`src/rtl/gate_truth_scanner_pkg.sv`:
```
// gate_scan_pkg: shared state encoding, expected gate truth tables and
// hold-counter width for the gate truth-table scanner.
// No ports; imported by gate_truth_scanner and its bench.
package gate_scan_pkg;

  typedef enum logic [1:0] {
    ST_IDLE  = 2'd0,
    ST_APPLY = 2'd1,
    ST_DONE  = 2'd2
  } scan_state_t;

  localparam int HOLD_W = 4;

  // Truth tables indexed by the {a,b} vector value.
  localparam logic [3:0] EXP_AND = 4'b1000;
  localparam logic [3:0] EXP_OR  = 4'b1110;
  localparam logic [3:0] EXP_NOT = 4'b0011;

endpackage

```
`src/rtl/gate_truth_scanner_dec.sv`:
```
// vec_onehot_dec: 2-bit to 4-bit one-hot decoder with enable; all-zero when disabled.
// Ports: sel (vector value), en (strobe), onehot (decoded write-enables).
module vec_onehot_dec (
  input  logic [1:0] sel,
  input  logic       en,
  output logic [3:0] onehot
);

  assign onehot = en ? (4'b0001 << sel) : 4'b0000;

endmodule

```
`src/rtl/gate_truth_scanner.sv`:
```
// gate_truth_scanner: sweeps {a,b} through 00..11, holds each vector SETTLE+1
// cycles, captures the gate stage results into truth tables and checks them.
// Ports: clk, rst_n, start in; ab/ab_valid out to gate stage; g_and/g_or/g_not
// back from gate stage; busy, done, tt_and/tt_or/tt_not, pass status out.
module gate_truth_scanner
  import gate_scan_pkg::*;
#(
  parameter int SETTLE = 0
) (
  input  logic       clk,
  input  logic       rst_n,
  input  logic       start,
  output logic [1:0] ab,
  output logic       ab_valid,
  input  logic       g_and,
  input  logic       g_or,
  input  logic       g_not,
  output logic       busy,
  output logic       done,
  output logic [3:0] tt_and,
  output logic [3:0] tt_or,
  output logic [3:0] tt_not,
  output logic       pass
);

  localparam logic [HOLD_W-1:0] HOLD_LAST = HOLD_W'(SETTLE);

  scan_state_t       state;
  scan_state_t       state_nxt;
  logic [HOLD_W-1:0] hold_cnt;
  logic              capture;
  logic [3:0]        wr_en;
  logic [3:0]        tt_and_nxt;
  logic [3:0]        tt_or_nxt;
  logic [3:0]        tt_not_nxt;

  // Capture happens on the edge that ends the last hold cycle of a vector.
  assign capture = (state == ST_APPLY) && (hold_cnt == HOLD_LAST);

  vec_onehot_dec u_dec (
    .sel    (ab),
    .en     (capture),
    .onehot (wr_en)
  );

  // Tables as they will read after this edge; used both for the register
  // update and to grade the sweep on the final capture, so pass is already
  // valid during the done cycle.
  assign tt_and_nxt = (tt_and & ~wr_en) | (wr_en & {4{g_and}});
  assign tt_or_nxt  = (tt_or  & ~wr_en) | (wr_en & {4{g_or}});
  assign tt_not_nxt = (tt_not & ~wr_en) | (wr_en & {4{g_not}});

  always_comb begin
    state_nxt = state;
    ab_valid  = 1'b0;
    busy      = 1'b0;
    done      = 1'b0;
    case (state)
      ST_IDLE: begin
        if (start) state_nxt = ST_APPLY;
      end
      ST_APPLY: begin
        ab_valid = 1'b1;
        busy     = 1'b1;
        if (capture && (ab == 2'd3)) state_nxt = ST_DONE;
      end
      ST_DONE: begin
        done      = 1'b1;
        state_nxt = ST_IDLE;
      end
      default: state_nxt = ST_IDLE;
    endcase
  end

  always_ff @(posedge clk or negedge rst_n) begin
    if (!rst_n) begin
      state    <= ST_IDLE;
      ab       <= 2'b00;
      hold_cnt <= '0;
      tt_and   <= 4'b0000;
      tt_or    <= 4'b0000;
      tt_not   <= 4'b0000;
      pass     <= 1'b0;
    end else begin
      state <= state_nxt;
      case (state)
        ST_IDLE: begin
          if (start) begin
            ab       <= 2'b00;
            hold_cnt <= '0;
            tt_and   <= 4'b0000;
            tt_or    <= 4'b0000;
            tt_not   <= 4'b0000;
            pass     <= 1'b0;
          end
        end
        ST_APPLY: begin
          if (capture) begin
            tt_and   <= tt_and_nxt;
            tt_or    <= tt_or_nxt;
            tt_not   <= tt_not_nxt;
            hold_cnt <= '0;
            if (ab == 2'd3) begin
              ab   <= 2'b00;
              pass <= (tt_and_nxt == EXP_AND) && (tt_or_nxt == EXP_OR) &&
                      (tt_not_nxt == EXP_NOT);
            end else begin
              ab <= ab + 2'd1;
            end
          end else begin
            // Stops at HOLD_LAST, which is at most 15, so it cannot wrap.
            hold_cnt <= hold_cnt + 1'b1;
          end
        end
        default: ;
      endcase
    end
  end

endmodule

```
`config.mk`:
```
export PLATFORM = sky130hd
export DESIGN_NAME = gate_truth_scanner
export DESIGN_NICKNAME = d
export VERILOG_FILES = /design/src/rtl/gate_truth_scanner_pkg.sv /design/src/rtl/gate_truth_scanner_dec.sv /design/src/rtl/gate_truth_scanner.sv
export SDC_FILE = /design/constraint.sdc
export NUM_CORES = 1
export LEC_CHECK = 0
export BUFFER_PORTS_ARGS = -buffer_cell sky130_fd_sc_hd__buf_2
export CAP_MARGIN = 40
export CORE_MARGIN = 5
export CORE_UTILIZATION = 53
export DETAILED_ROUTE_END_ITERATION = 12
export PLACE_DENSITY = 0.89
export SYNTH_ARGS = -nofsm -noshare
export SYNTH_HDL_FRONTEND = slang
export SYNTH_HIERARCHICAL = 1
export SYNTH_SLANG_ARGS = --single-unit
```
`constraint.sdc`:
```
create_clock -name clk -period 2.81 [get_ports clk]
set_input_delay 0.1405 -clock clk [delete_from_list [all_inputs] [get_ports clk]]
set_output_delay 0.1405 -clock clk [all_outputs]
set_load 0.02 [all_outputs]
```
==> results.json <==
{
  "htreeDepth": 1,
  "initial_utilization_pct": 53.87,
  "synth-edff-count": 0,
  "drtIter0Drc": 30,
  "critical_path_class": "flop to flop",
  "ys_seq_elements": 21,
  "required_ns": 3.06,
  "finalSetupTns_ns": 0,
  "layout-drive-gt1-share_pct": 33.83,
  "dieHeight_um": 56.73,
  "ios": 24,
  "vias": 942,
  "grt_pass1_wl_um": 4478,
  "layoutNonFillerInstCount": 161,
  "fmax_mhz": 389.3,
  "syn_area_sq_mm": 0.001157,
  "antenna_cells": 0,
  "worstMarginPinSlew_ns": 0.4780,
  "clk_latency_ns": 0.30,
  "max-vdd-ir-drop_mv": 0.6234,
  "detail_route.wl_per_cell_um": 15.60,
  "swShare_pct": 47.76,
  "p_int_uw": 741.1,
  "critPathTopFamily": "simple AND/OR/NAND/NOR gates",
  "period_needed_ns": 2.569,
  "finalWirelength_um": 2512,
  "hold_slack_ns": 0.1750,
  "fin_crit_sh_pct": 91.42,
  "path_buf_inv": 2,
  "grt_overflow": 0,
  "path_clk_slew_ns": 0.12,
  "gr-usage-all-layers_pct": 17.20,
  "syn-num-nets": 117,
  "dieWidth_um": 56.73,
  "fill_cells": 181,
  "arrival_ns": 2.81,
  "syn_avg_cell_area_sq_um": 10.72,
  "p_leak_nw": 0.6391,
  "cts_tree": "built",
  "share_comb_of_total_power_pct": 55.2,
  "setup_viol": 0,
  "async_flop_share_pct": 100.0,
  "slowest_stage": "a2111oi_0",
  "portBuffers": 23,
  "die_area_sq_mm": 0.003218,
  "worstSetupEndpointType": "flop",
  "routabilityCongestion": 0.8203,
  "via_per_inst": 5.851,
  "cap_violations": 0,
  "power_switching_uw": 677.6,
  "netlist_top_cells_area": "dfrtp_1 (45%), a32o_1 (7.8%), ha_1 (3.2%)",
  "worstPathMaxFanout": 13,
  "yosysWarningCount": 6,
  "coreArea_sq_mm": 0.002148,
  "synth_top_cell_by_area": "dfrtp_1",
  "grt_pass1_vias": 964,
  "rows": 17,
  "layout.nets": 143,
  "yosysTopAreaCellShare_pct": 45.41,
  "drc": 0,
  "yosys.cell_types.count": 38,
  "synth_commonest_cells": "dfrtp_1 (21), a32o_1 (9), inv_1 (7), nand2_1 (7), o21ai_0 (7)",
  "cpPeakStageDelay_ns": 0.45,
  "grt_antenna_before_repair": 0,
  "power_frac_seq_pct": 34.5,
  "syn_to_final_growth_pct": 14.81,
  "r2r_setup_slack_ns": 0.24,
  "dp.final_hpwl_um": 1901,
  "yosysMostFrequentCell": "dfrtp_1",
  "grt_max_degree": 22,
  "root_buffer": "clkbuf_4",
  "cts_buffers": 3,
  "syn_inst": 108,
  "p_clk_share_pct": 10.3,
  "firstDrtPassIters": 4,
  "cts.sink_count": 21,
  "maxSlewHeadroom_pct": 68.13,
  "final_max_slew_viol_count": 0,
  "hold_path_class": "input port to flop",
  "cts_buffer_depth": 2,
  "critPathLaunchType": "flop",
  "place_inst": 156,
  "powerDensity_mw_per_mm2": 1068,
  "ys.flop_type": "dfrtp_1",
  "rsz0062_at_grt": "false",
  "postRouteAntennaNets": 0,
  "status": "complete, no violations",
  "hold_viol_final": 0,
  "clock-skew-final_ns": 0.0005793,
  "ys_seq_area_share_pct": 45.41,
  "path_cells": "inv_1 > ha_1 > nor3b_2 > nand2_4 > inv_2 > and3b_1 > o22ai_1 > a2111oi_0 > a41o_1",
  "total_power_mw": 1.419
}
[power by group through the flow]
stage	sequential (mW)	clock [mW]	combinational, mW
floorplan	0.581	0	0.479
global placement	0.489	0	0.767
detailed placement	0.495	0	0.776
CTS	0.488	0.148	0.783
global route	0.506	0.164	0.857
finish	0.490	0.146	0.784
[metrics by stage]
stage          util [%]  worst slack (ns)  instance area (sq um)
6_report          61.85            0.2411                   1329
2_1_floorplan         -            0.5477                   1157
4_1_cts           61.85            0.2387                   1329
5_1_grt           61.85           0.01732                   1329
3_3_place_gp      60.10            0.3219                   1291
3_5_place_dp      60.10            0.2538                   1291
[flip-flops by register name, summed over array words and instances (netlist names)]
register	flops
ab	2
state	2
hold_cnt	4
pass	1
tt_and	4
tt_or	4
tt_not	4
[what timing repair did]
action	in CTS	in global routing
gates resized for setup	0	0
hold buffers	1	0
endpoints found under the setup margin	0	0
hold endpoints to repair	21	0
setup buffers	0	0
[cells by family (layout without fill, tap and decap cells)]
group	Yosys count	in the layout	share of synthesized area, %
and+or+nand+nor	28	28	15.78
AOI/OAI and AO/OA	39	39	27.03
adders and majority gates	3	3	3.244
buffers and inverters	13	38	4.973
muxes	3	3	2.811
DFF	21	21	45.41
xor gates and xnor gates	1	1	0.7569
[area by class of cell]
type,count,area [sq um],share of cell area [%]
clock buffers,3,22.52,1.695
inverters,9,33.78,2.542
repair buffers,25,132.6,9.981
flip-flops and latches,21,525.5,39.55
multi-input cells,74,574.3,43.22
clock inverters,1,5.005,0.3766
well taps,28,35.03,2.637
[per-layer routing]
| metal | vias to the layer above | share of wire, % | global-route usage (%) | routed length (um) |
|---|---|---|---|---|
| li1 | 458 | - | - | - |
| met1 | 452 | 46 | 23.57 | 1161 |
| met2 | 30 | 48 | 27.89 | 1207 |
| met3 | 2 | 5.0 | 2.529 | 125 |
| met4 | 0 | 0.72 | 5.298 | 18 |
| met5 | - | 0 | 0 | 0 |
[worst register-to-register path, delay by kind of cell, from the launching register on]
kind,cells,cell delay (ns)
AO/OA/AOI/OAI,3,0.81
adder cells (fa/ha/maj),1,0.15
buffers and inverters,2,0.27
flip-flops,1,0.44
AND/OR/NAND/NOR,3,0.85
[final timing paths]
check | startpoint | cells after the start | end
max | hold_cnt[0] | 9 | pass
min | g_and | 2 | tt_and[3]
max reg2reg | hold_cnt[0] | 9 | pass
min reg2reg | tt_or[2] | 1 | tt_or[2]
max in group asynchronous | rst_n | 2 | tt_or[2]
min in group asynchronous | rst_n | 2 | hold_cnt[2]
[cell usage in the layout (no fill, tap or decap), drive strengths merged, types with 2 or more instances in the layout]
cell	n
buf	24
dfrtp	21
o21ai	11
a32o	9
inv	9
nand2	8
a21oi	5
nor3b	5
a22o	4
nor2	3
ha	3
clkbuf	3
nor2b	2
mux2	2
nor3	2
o31ai	2
and3	2
and3b	2
(Power assumes the default switching activity.)
